## src/rtl/busblaster_pkg.sv

```systemverilog
// Shared definitions for the BusBlaster V3 CPLD reset logic: FSM encoding,
// default timing constants and counter sizing.
package busblaster_pkg;

  typedef enum logic [1:0] {
    ST_IDLE    = 2'd0,
    ST_ASSERT  = 2'd1,
    ST_RELEASE = 2'd2,
    ST_EXT     = 2'd3
  } state_e;

  localparam int DEF_DEBOUNCE_CYCLES  = 16384;
  localparam int DEF_MIN_PULSE_CYCLES = 1000;
  localparam int DEF_RELEASE_TIMEOUT  = 4096;
  localparam int DEF_BLINK_DIV        = 65536;
  localparam int DEF_TRST_WITH_SRST   = 1;

  localparam int SYNC_STAGES = 2;

  // Width of a counter that must reach n-1; never narrower than one bit.
  function automatic int cnt_w(input int n);
    return (n <= 2) ? 1 : $clog2(n);
  endfunction

endpackage

```

## src/rtl/button_debounce.sv

```systemverilog
// Synchronizes and debounces the active-low BUTTON, emitting a one-cycle
// press pulse when the accepted level falls.
module button_debounce
  import busblaster_pkg::*;
#(
  parameter int DEBOUNCE_CYCLES = DEF_DEBOUNCE_CYCLES
) (
  input  logic clk_i,
  input  logic rst_i,
  input  logic button_i,
  output logic press_o
);

  localparam int CW = cnt_w(DEBOUNCE_CYCLES);
  localparam logic [CW-1:0] LAST = CW'(DEBOUNCE_CYCLES - 1);

  logic [SYNC_STAGES-1:0] sync_q;
  logic [CW-1:0]          cnt_q, cnt_d;
  logic                   stable_q, stable_d;
  logic                   press_q, press_d;
  logic                   btn_s;

  assign btn_s = sync_q[SYNC_STAGES-1];

  // Any cycle where the synced level agrees with the stable one restarts the run.
  always_comb begin
    stable_d = stable_q;
    cnt_d    = '0;
    press_d  = 1'b0;
    if (btn_s != stable_q) begin
      if (cnt_q == LAST) begin
        stable_d = btn_s;
        press_d  = ~btn_s;
      end else begin
        cnt_d = cnt_q + 1'b1;
      end
    end
  end

  always_ff @(posedge clk_i or posedge rst_i) begin
    if (rst_i) begin
      sync_q   <= '1;
      cnt_q    <= '0;
      stable_q <= 1'b1;
      press_q  <= 1'b0;
    end else begin
      sync_q   <= {sync_q[SYNC_STAGES-2:0], button_i};
      cnt_q    <= cnt_d;
      stable_q <= stable_d;
      press_q  <= press_d;
    end
  end

  assign press_o = press_q;

endmodule

```

## src/rtl/srst_sequencer.sv

```systemverilog
// nSRST / nTRST sequencer: arbitrates host and button reset requests,
// stretches the pulse to a minimum width and detects target-held resets.
module srst_sequencer
  import busblaster_pkg::*;
#(
  parameter int DEBOUNCE_CYCLES  = DEF_DEBOUNCE_CYCLES,
  parameter int MIN_PULSE_CYCLES = DEF_MIN_PULSE_CYCLES,
  parameter int RELEASE_TIMEOUT  = DEF_RELEASE_TIMEOUT,
  parameter int BLINK_DIV        = DEF_BLINK_DIV,
  parameter int TRST_WITH_SRST   = DEF_TRST_WITH_SRST
) (
  input  logic CLK,
  input  logic RST,
  input  logic BUTTON,
  input  logic HOST_SRST_REQ,
  input  logic HOST_TRST_REQ,
  input  logic NSRST_IN,
  output logic NSRST_OE,
  output logic NTRST,
  output logic SRST_STATUS,
  output logic BUSY,
  output logic LED
);

  localparam int PW = cnt_w((MIN_PULSE_CYCLES > RELEASE_TIMEOUT) ? MIN_PULSE_CYCLES
                                                                 : RELEASE_TIMEOUT);
  localparam logic [PW-1:0] PULSE_LAST = PW'(MIN_PULSE_CYCLES - 1);
  localparam logic [PW-1:0] REL_LAST   = PW'(RELEASE_TIMEOUT - 1);
  localparam int BW = cnt_w(BLINK_DIV);
  localparam logic [BW-1:0] BLINK_LAST = BW'(BLINK_DIV - 1);
  localparam logic TRST_EN = (TRST_WITH_SRST != 0);

  logic [SYNC_STAGES-1:0] srst_req_q, trst_req_q, nsrst_in_q;
  logic   srst_req_s, trst_req_s, nsrst_s, press;
  state_e state_q, state_d;
  logic [PW-1:0] cnt_q, cnt_d;
  logic [BW-1:0] blink_q, blink_d;
  logic oe_q, oe_d, ntrst_q, ntrst_d, status_q, status_d;
  logic busy_q, busy_d, led_q, led_d;

  assign srst_req_s = srst_req_q[SYNC_STAGES-1];
  assign trst_req_s = trst_req_q[SYNC_STAGES-1];
  assign nsrst_s    = nsrst_in_q[SYNC_STAGES-1];

  button_debounce #(.DEBOUNCE_CYCLES(DEBOUNCE_CYCLES)) u_debounce (
    .clk_i    (CLK),
    .rst_i    (RST),
    .button_i (BUTTON),
    .press_o  (press)
  );

  always_ff @(posedge CLK or posedge RST) begin
    if (RST) begin
      srst_req_q <= '0;
      trst_req_q <= '0;
      nsrst_in_q <= '1;
    end else begin
      srst_req_q <= {srst_req_q[SYNC_STAGES-2:0], HOST_SRST_REQ};
      trst_req_q <= {trst_req_q[SYNC_STAGES-2:0], HOST_TRST_REQ};
      nsrst_in_q <= {nsrst_in_q[SYNC_STAGES-2:0], NSRST_IN};
    end
  end

  always_ff @(posedge CLK or posedge RST) begin
    if (RST) begin
      state_q  <= ST_IDLE;
      cnt_q    <= '0;
      blink_q  <= '0;
      oe_q     <= 1'b0;
      ntrst_q  <= 1'b1;
      status_q <= 1'b0;
      busy_q   <= 1'b0;
      led_q    <= 1'b0;
    end else begin
      state_q  <= state_d;
      cnt_q    <= cnt_d;
      blink_q  <= blink_d;
      oe_q     <= oe_d;
      ntrst_q  <= ntrst_d;
      status_q <= status_d;
      busy_q   <= busy_d;
      led_q    <= led_d;
    end
  end

  // A new request always wins; the pin low seen in RELEASE is our own drive decaying.
  always_comb begin
    state_d = state_q;
    cnt_d   = cnt_q;
    unique case (state_q)
      ST_IDLE: begin
        if (srst_req_s || press) state_d = ST_ASSERT;
        else if (!nsrst_s)       state_d = ST_EXT;
      end
      ST_ASSERT: begin
        if (press)                     cnt_d = '0;
        else if (cnt_q != PULSE_LAST)  cnt_d = cnt_q + 1'b1;
        else if (!srst_req_s)          state_d = ST_RELEASE;
      end
      ST_RELEASE: begin
        if (srst_req_s || press)    state_d = ST_ASSERT;
        else if (nsrst_s)           state_d = ST_IDLE;
        else if (cnt_q == REL_LAST) state_d = ST_EXT;
        else                        cnt_d = cnt_q + 1'b1;
      end
      ST_EXT: begin
        if (srst_req_s || press) state_d = ST_ASSERT;
        else if (nsrst_s)        state_d = ST_IDLE;
      end
    endcase
    if (state_d != state_q) cnt_d = '0;
  end

  always_comb begin
    oe_d     = (state_d == ST_ASSERT);
    busy_d   = (state_d != ST_IDLE);
    status_d = (state_d == ST_EXT);
    ntrst_d  = ~(trst_req_s | (TRST_EN & (state_d == ST_ASSERT)));
    blink_d  = '0;
    led_d    = 1'b1;
    if (state_d == ST_IDLE) begin
      led_d = 1'b0;
    end else if (state_d == ST_EXT && state_q == ST_EXT) begin
      if (blink_q == BLINK_LAST) begin
        led_d = ~led_q;
      end else begin
        blink_d = blink_q + 1'b1;
        led_d   = led_q;
      end
    end
  end

  assign NSRST_OE    = oe_q;
  assign NTRST       = ntrst_q;
  assign SRST_STATUS = status_q;
  assign BUSY        = busy_q;
  assign LED         = led_q;

endmodule

```

## config.mk

```make
export PLATFORM = sky130hd
export DESIGN_NAME = srst_sequencer
export DESIGN_NICKNAME = d
export VERILOG_FILES = /design/src/rtl/busblaster_pkg.sv /design/src/rtl/button_debounce.sv /design/src/rtl/srst_sequencer.sv
export SDC_FILE = /design/constraint.sdc
export NUM_CORES = 1
export LEC_CHECK = 0
export CORE_MARGIN = 2
export CORE_UTILIZATION = 54
export DETAILED_ROUTE_END_ITERATION = 8
export GPL_TIMING_DRIVEN = 0
export PLACE_DENSITY = 0.75
export SYNTH_ARGS = -nofsm -noshare
export SYNTH_HDL_FRONTEND = slang
export SYNTH_SLANG_ARGS = --single-unit
export TNS_END_PERCENT = 100
```

## constraint.sdc

```tcl
create_clock -name CLK -period 2.3 [get_ports CLK]
set_clock_uncertainty 0.1 [all_clocks]
set_input_delay 0.46 -clock CLK [delete_from_list [all_inputs] [get_ports CLK]]
set_output_delay 0.46 -clock CLK [all_outputs]
set_load 0.01 [all_outputs]
```

# Word-level counts from Yosys, hierarchy flattened
# Cells that the tools add are included.
[word_totals] word_cells=74 output_inout_bits=5 regBits=59
[op_classes] reduce_logical=8 add_sub_neg=3 n_mux=28 bitwise=4 n_eq_ne=16
[ops] op="2-to-1 mux 12 bit" n=6
[ops] op="2-to-1 mux 16 bit" n=3
[ops] op="2-to-1 mux 14 bit" n=2
[ops] op="one-hot mux 12 bit (2 select lines)" n=1
[ops] op="2-to-1 mux 2 bit" n=10
[ops] op="adder 16 x 1 -> 16 bit, second input constant" n=1
[ops] op="equality test 16 bit, second input constant" n=1
[ops] op="adder 14 x 1 -> 14 bit, second input constant" n=1
[ops] op="equality test 14 bit, second input constant" n=1
[ops] op="adder 12 x 1 -> 12 bit, second input constant" n=1
[ops] op="equality test 12 bit, second input constant" n=1
[ops] op="!= test 12 x 10 -> 1 bit, second input constant" n=1
[ops] op="!= test 3 bit, second input constant" n=3
[ops] op="one-hot mux 2 bit (4 select lines)" n=1
[ops] op="equality test 2 bit, second input constant" n=3
[ops] op="2-to-1 mux 1 bit" n=5
[ops] op="AND reduction 5 bit" n=1
[ops] op="equality test 2 x 1 -> 1 bit, second input constant" n=2
[ops] op="zero test 2 bit" n=2
[ops] op="!= test 4 x 3 -> 1 bit, second input constant" n=1
[ops] op="!= test 3 x 2 -> 1 bit, second input constant" n=1
[ops] op="NOT 1 bit" n=3
[ops] op="nonzero test 3 bit" n=1
[ops] op="!= test 2 bit" n=1
[ops] op="6 further kinds" n=6

# Longest topological paths before layout
# Gate-level depths: netlist of run 1.
[logic_depth] word_depth=9 depth_mapped=9

# Cells and area by module
# A second synthesis of run 1 with hierarchy kept.
[hier_totals] cells_unflattened=279 area_unflattened_um2=2881.5
[modules_own_cells] module="srst_sequencer" cells_per_inst=202 seq_area_each_um2=1029.7 area_per_inst_um2=2064.5 instances=1
[modules_own_cells] module="button_debounce" cells_per_inst=77 seq_area_each_um2=454.2 area_per_inst_um2=817.0 instances=1

# Least setup slack after synthesis of run 1
# No wires, ideal clock.
[synth_path] kind="register to register" from="register cnt_q[0]" to="register cnt_q[11]" path_buffers=0 synth_period_minus_slack_ps=2360 path_slack_ps=-60 arrival_time_ps=2184 stages_incl_launch_ff=8 required_time_ps=2124 cell_sequence="dfrtp_1 > ha_1 > and3_1 > nand3_1 > nor2_1 > o32a_2 > or4_2 > a21oi_2"
[synth_between] elab_chain_cells=8
[synth_rtl] element="from (decl)" line_no="srst_sequencer.sv:36" source="logic [PW-1:0] cnt_q, cnt_d;"
[synth_rtl] element="from (signal assigned)" line_no="srst_sequencer.sv:76" source="cnt_q <= cnt_d;"
[synth_rtl] element="equality test 12 bit" line_no="srst_sequencer.sv:103" source="else if (cnt_q == REL_LAST) state_d = ST_EXT;"
[synth_rtl] element="2-to-1 mux 2 bit" line_no="srst_sequencer.sv:103"
[synth_rtl] element="2-to-1 mux 2 bit" line_no="srst_sequencer.sv:102" source="else if (nsrst_s) state_d = ST_IDLE;"
[synth_rtl] element="2-to-1 mux 2 bit" line_no="srst_sequencer.sv:101" source="if (srst_req_s || press) state_d = ST_ASSERT;"
[synth_rtl] element="one-hot mux 2 bit (4 select lines)" line_no="srst_sequencer.sv:90" source="unique case (state_q)"
[synth_rtl] element="!= test 2 bit" line_no="srst_sequencer.sv:111" source="if (state_d != state_q) cnt_d = '0;"
[synth_rtl] element="!= test 4 x 3 -> 1 bit (no source line), or another cell as far along"
[synth_rtl] element="AND reduction 5 bit (no source line)"
# Parallel ways exist; a longest one is shown, timed or not. The select of a mux whose other input is x is not followed.
# A chain may end at the register's enable or synchronous reset.

# Final worst setup path of run 1
[layout_path] from="register cnt_q[11]" to="register cnt_q[2]"
# The elaborated chain is that of the path after synthesis.

==> reports/results.tsv, run 1 <==
stage	metric	value	unit
global_route	grt_start_max_net_pins	45	
timing	final.setup.tns	-0.0285	ns
finish	multi_input_area	1280	sq um
floorplan	chipWidth	74.9	um
route	routed_via_density	5.36	
route	drcViolationCount	0	
place	detailed_place_hpwl	3.13	mm
logic_synthesis	post_synth_inst_count	261	
floorplan	effective_utilization_at_floorplan	56.8	%
worst_setup_path	crit_buf_inv	2	
route	routed-via-count	1951	
pwr	pwr_density_cell	754	nW/um^2
logic_synthesis	synth-edff-count	0	
timing	finalWorstPathRequiredPeriod	2.31	ns
worst_setup_path	worst_setup_path_end_kind	flop	
finish	drive_above_1_share	23.9	%
worst_setup_path	worst-path-max-fanout	6	
cts	cts.hold.buffers_added	0	
min_path	worst_hold_path.num_cells	0	
finish	filler_cell_count	355	
worst_setup_path	crit_path_cell_trace	or3b_1 > or4_4 > o21ai_2 > o32a_4 > buf_6 > clkbuf_16 > o21ai_4 > a21oi_2	
timing	finalSetupViolCount	2	
timing	hold-worst-slack	0.255	ns
place	routabilityCongestion	0.891	
timing	hold_viol_final	0	
timing	slew_violations	0	
run	max_cap_viol_count	0	
floorplan	die-height	74.9	um
worst_setup_path	worst_r2r_path_cells	8	
worst_setup_path	slowest_stage	or4_4	
global_route	grt_antenna_before_repair	0	
floorplan	floorplan.io_pins	11	
logic_synthesis	sequential_cell_area_fraction_in_the_yosys_report	54.6	%
worst_setup_path	criticalPathCategory	reg -> reg	
min_path	hold-path-endpoint	u_debounce.sync_q[1]$_DFF_PP1_	
pwr	leakage_power	1.38	nW
timing	grt_setup_unrepaired	yes	
route	drt_iter0_markers	95	
worst_setup_path	crit_reg_reg_startpoint	cnt_q[11]$_DFFE_PP0P_	
worst_setup_path	worstSetupStartpointType	flop	
timing	max-slew-margin-rel	70.1	%
min_path	worstHoldStart	u_debounce.sync_q[0]$_DFF_PP1_	
cts	cts_tree	built	
cts	path_clk_slew	0.06	ns
logic_synthesis	ys_types	42	
global_route	grt_pass1_wl	8.05	mm
cts	htree_levels	3	
logic_synthesis	mappedNetlistArea	2720	sq um
cts	numCtsBuffers	9	
cts	clk_latency	0.34	ns
worst_setup_path	critical-path-max-stage-delay	0.49	ns
worst_setup_path	ff2ff_setup_slack	-0.01	ns
logic_synthesis	synth_nets	270	
logic_synthesis	synth_warnings	0	
logic_synthesis	synthFlopType	dfrtp_1	
min_path	hp-class	reg -> reg	
route	totalWireLength	4.89	mm
timing	timing_worst_slew_pin_value	0.445	ns
logic_synthesis	synthesis.area_per_instance	10.4	sq um
finish	combined_flip_flop_and_latch_cell_area	1480	sq um
place	io_buffers	10	
logic_synthesis	synth_async_reset_ratio	100	%
logic_synthesis	postSynthRegisterBits	59	
place	place_ws	-0.218	ns
global_route	globalRouteOverflowTotal	0	
cts	tritoncts_num_sinks	59	
worst_setup_path	timing.critical_path.max_delay_family	simple AND/OR/NAND/NOR gates	
floorplan	row_count	25	
outcome	failed_checks	setup timing	
cts	ctsLongestPathBuffers	2	
route	final_antenna_net_count	0	
route	drt_first_pass_iters	4	
pwr	fin_total_pwr	2.51	mW
route	wl_per_cell	13.4	um
pwr	vdd_ir_drop_max	0.509	mV
worst_setup_path	cp.required	2.47	ns
floorplan	die_area	5610	sq um
finish	flow.area_growth_from_synthesis	22.5	%
cts	cts.root.buffer_cell	clkbuf_8	
timing	setup_ws	-0.0144	ns
outcome	status	finished with violations	
finish	antenna-diode-count	0	
worst_setup_path	worstPathArrival	2.48	ns
timing	clock.fmax	0.432	GHz
global_route	gr-usage-all-layers	19.7	%
floorplan	coreArea	4790	sq um
global_route	first_global_vias	1862	
timing	min_period_over_period	101	%
worst_setup_path	capture_instance_of_the_worst_register_to_register_path	cnt_q[2]$_DFFE_PP0P_	
finish	finalNetCount	301	
[sequential cells by signal (all words and copies together), names as in the netlist]
register / cells
u_debounce.sync_q: 2
srst_req_q: 2
blink_q: 16
NTRST: 1
LED: 1
state_q: 2
trst_req_q: 2
BUSY: 1
cnt_q: 12
nsrst_in_q: 2
SRST_STATUS: 1
u_debounce.stable_q: 1
u_debounce.press_o: 1
u_debounce.cnt_q: 14
NSRST_OE: 1
[stage by stage]
stage	instances	cell area, sq um	util, %
detailed placement	339	2930	61.2
finish	364	3330	69.5
CTS	362	3190	66.7
global route	364	3330	69.5
floorplan	261	2730	-
global placement	338	2910	60.8
[layout by cell type, fill, tap and decap left out, types with 4 or more instances in the layout]
cell type        count
or4b_4               5
nand2_1             17
buf_4                9
nand4_1              6
nand3_1             13
a21oi_2              8
clkdlybuf4s50_1     10
xor2_1              16
and4_1               4
and3_1               8
nor2_1              44
a21oi_1              8
o21ai_2              7
inv_1                4
dfstp_2              6
clkbuf_8            10
xnor2_1             11
dfrtp_1             53
[where the power goes]
group	switching [mW]	total (mW)	internal, mW
clock network	0.389	0.914	0.525
logic	0.194	0.422	0.228
registers	0.0671	1.17	1.11
total	0.650	2.51	1.86
[routing by layer]
| layer | part of all wire [%] | wire (um) | track usage (%) | up-vias |
|---|---|---|---|---|
| met2 | 49 | 2410 | 29.8 | 23 |
| li1 | - | - | - | 980 |
| met1 | 46 | 2230 | 24.4 | 942 |
| met4 | 1.3 | 65 | 7.74 | 0 |
| met5 | 0 | 0 | 0 | - |
| met3 | 3.8 | 184 | 9.37 | 6 |
[area by class of cell]
type / instances / share of cell area [%]
Inverter: 5 / 0.564
Buffer: 6 / 1.54
Tap cell: 67 / 2.52
Clock inverter: 5 / 1.62
Clock buffer: 11 / 4.25
Multi-Input combinational cell: 190 / 38.4
Sequential cell: 59 / 44.6
Timing Repair Buffer: 21 / 6.50
[Yosys cell counts (6+ instances only)]
cell type  number  share of area (%)
dfrtp_1        53                 49
dfstp_2         6                5.8
a21oi_1        10                1.8
nor2_1         45                6.2
o21ai_1        11                2.0
nand2_1        17                2.3
xnor2_1        11                3.5
nand3_1        14                2.6
and3_1          9                2.1
nand4_1         6                1.4
xor2_1         16                5.2
a21oi_2         6                1.9
[worst register-to-register path, cell delays in order, from the launching register on]
cell	delay (ns)
dfrtp_1	0.42
or3b_1	0.40
or4_4	0.49
o21ai_2	0.14
o32a_4	0.21
buf_6	0.14
clkbuf_16	0.15
o21ai_4	0.06
a21oi_2	0.13
[timing repair]
action	4_1_cts	5_1_grt
setup endpoints to repair	10	16
setup buffers	6	2
cloned	1	1
gates resized for setup	6	26
pin swaps	5	18
[worst max path at each step]
stage                                from               endpoint  slack [ns]  cells after the start
floorplan            cnt_q[0]$_DFFE_PP0P_  cnt_q[11]$_DFFE_PP0P_       0.005                      7
global placement                      RST   state_q[1]$_DFF_PP0_       -0.71                      2
detailed placement   cnt_q[0]$_DFFE_PP0P_   cnt_q[0]$_DFFE_PP0P_       -0.22                      8
CTS                  cnt_q[0]$_DFFE_PP0P_   cnt_q[4]$_DFFE_PP0P_       -0.01                      8
global route        cnt_q[11]$_DFFE_PP0P_   cnt_q[0]$_DFFE_PP0P_       -0.10                      8
finish              cnt_q[11]$_DFFE_PP0P_   cnt_q[2]$_DFFE_PP0P_       -0.01                      8
[cells by family after synthesis]
logic type	share of synthesized area, %
AOI/OAI and AO/OA	8.98
xor gates and xnor gates	8.71
adders and majority gates	1.38
buffers and inverters	2.53
DFF	54.6
muxes	0.783
and+or+nand+nor	23.0
Note: power is estimated with default switching activity, not from simulation.
==> run 2: changes to the inputs <==
CTS_BUF_LIST = sky130_fd_sc_hd__clkbuf_16   (was not set)
SLEW_MARGIN = 40   (was not set)
==> run 2 against run 1 <==
Combinational power down 7.8%. Register-to-register slack gained 0.03 ns. The run now ends clean. Cell count is 0.27% lower. Hold slack worse by 0.0047 ns. Routed wire length grew 3.9%. Critical path depth did not move. First-iteration DRC count decreased by 19%.
==> reports/results.tsv, run 2 (same netlist as run 1, synthesis figures left out) <==
stage	metric	value	unit
worst_setup_path	critical-path-max-stage-delay	0.49	ns
timing	grt_setup_unrepaired	yes	
finish	max_flop_register	blink_q	
timing	slew_violations	0	
place	placed_area	2940	sq um
floorplan	die_area	5610	sq um
finish	filler_cell_count	355	
floorplan	floorplan.io_pins	11	
place	io_buffers	10	
route	wl_per_cell	14.0	um
route	drt_first_pass_iters	4	
timing	setup_ws	0.0127	ns
worst_setup_path	criticalPathCategory	reg -> reg	
floorplan	coreArea	4790	sq um
finish	most_common_cell_after_layout_fill_and_taps_aside	dfrtp_1	
pwr	leakage_power	1.39	nW
global_route	grt_antenna_before_repair	0	
route	final_antenna_net_count	0	
worst_setup_path	worst_setup_path_end_kind	flop	
finish	flow.area_growth_from_synthesis	24.3	%
timing	finalWorstPathRequiredPeriod	2.29	ns
finish	finalNetCount	300	
place	routabilityCongestion	0.891	
min_path	hp-class	reg -> reg	
cts	cts.hold.buffers_added	0	
worst_setup_path	crit_path_cell_trace	or3b_1 > or4_4 > o21ai_2 > o32a_4 > buf_6 > clkbuf_16 > o21ai_2 > a21oi_2	
global_route	first_global_vias	1893	
cts	path_clk_slew	0.05	ns
route	drcViolationCount	0	
route	routed_via_density	5.43	
route	totalWireLength	5.08	mm
timing	min_period_over_period	99.4	%
worst_setup_path	worstSetupStartpointType	flop	
worst_setup_path	cp_common_cell	o21ai_2	
floorplan	chipWidth	74.9	um
timing	max-slew-margin-rel	69.0	%
pwr	vdd_ir_drop_max	0.569	mV
worst_setup_path	worstPathArrival	2.44	ns
worst_setup_path	slowest_stage	or4_4	
floorplan	effective_utilization_at_floorplan	56.8	%
cts	ctsLongestPathBuffers	2	
finish	finalCoreUtilization	70.5	%
cts	tritoncts_num_sinks	59	
place	detailed_place_hpwl	3.16	mm
finish	largest_register_ff_count	16	
run	max_cap_viol_count	0	
route	routed-via-count	1972	
pwr	pwr_density_cell	806	nW/um^2
global_route	grt_start_max_net_pins	46	
route	drt_iter0_markers	77	
outcome	status	completed	
timing	hold_viol_final	0	
floorplan	row_count	25	
cts	cts.root.buffer_cell	clkbuf_16	
worst_setup_path	worst-path-max-fanout	6	
floorplan	die-height	74.9	um
cts	htree_levels	3	
global_route	gr-usage-all-layers	21.1	%
cts	clk_latency	0.32	ns
cts	numCtsBuffers	9	
finish	antenna-diode-count	0	
timing	timing_worst_slew_pin_value	0.462	ns
finish	finish.instance_area	3380	sq um
global_route	grt_pass1_wl	8.61	mm
place	place_ws	-0.215	ns
timing	clock.fmax	0.437	GHz
finish	reg_top3	blink_q x16, u_debounce.cnt_q x14, cnt_q x12	
finish	drive_above_1_share	22.0	%
worst_setup_path	cp.required	2.46	ns
global_route	globalRouteOverflowTotal	0	
cts	cts_tree	built	
timing	finalSetupViolCount	0	
finish	layout.cells.most_common_list	53 x dfrtp_1, 43 x nor2_1, 17 x nand2_1	
## run 2: cell types whose count changed in the layout (fill, tap and decap cells not counted), sizes merged
cell / change
buf: -2
clkinvlp: +2
bufinv: -1
clkbuf: -1
inv: +1
## run 2: where the power goes
part	internal (mW)	switching, mW	total, mW	leakage, nW
clock	0.712	0.448	1.16	0.130
combinational	0.207	0.183	0.389	0.496
sequential	1.11	0.0641	1.17	0.765
total	2.03	0.695	2.72	1.39
## run 2: layer usage
layer  global-route usage (%)  part of all wire (%)
met5                        0                     0
met4                     10.1                   1.4
met3                     8.84                   3.3
met2                     31.1                    49
met1                     27.0                    46
## run 2: layout make-up
type                       instances  area, sq um  area share, %
clock buffer                       9          225           6.67
sequential                        59         1480           44.0
inverter                           5         21.3          0.630
tap                               67         83.8           2.48
clock inverter                     7         37.5           1.11
buffer                             6         50.0           1.48
multi-input combinational        190         1260           37.4
timing repair buffer              20          210           6.23
## run 2: path summary, 6_finish.rpt
kind / cells past startpoint / end / slack (ns) / start
hold / removal: 0 / srst_req_q[1]$_DFF_PP0_ / 0.25 / srst_req_q[0]$_DFF_PP0_
setup / recovery: 8 / cnt_q[8]$_DFFE_PP0P_ / 0.01 / cnt_q[11]$_DFFE_PP0P_
setup reg to reg: 8 / cnt_q[8]$_DFFE_PP0P_ / 0.01 / cnt_q[11]$_DFFE_PP0P_
min in group asynchronous: 2 / cnt_q[0]$_DFFE_PP0P_ / 0.31 / RST
hold reg to reg: 0 / srst_req_q[1]$_DFF_PP0_ / 0.25 / srst_req_q[0]$_DFF_PP0_
max in group asynchronous: 3 / nsrst_in_q[1]$_DFF_PP1_ / 1.25 / RST
## run 2: timing repair
item                       CTS  global route
pin swaps                    6            20
buffers inserted             5             2
setup endpoints to repair   10            20
gates cloned                 1             1
resized for setup            6            17
## run 2: metrics by stage
stage          instances  TNS [ns]  power (mW)  hold WS (ns)
2_1_floorplan        261         0        1.38         0.231
3_3_place_gp         338    -40.05        1.45         0.234
3_5_place_dp         339     -1.81        1.46         0.237
4_1_cts              361    -0.219        2.69         0.254
5_1_grt              363    -0.922        2.85         0.257
6_report             363         0        2.72         0.250
## run 2: critical path, delay by kind of cell (launching register included)
kind	cells	cell delay (ns)
compound gates	4	0.53
flops	1	0.40
buf+inv	2	0.29
simple gates	2	0.89
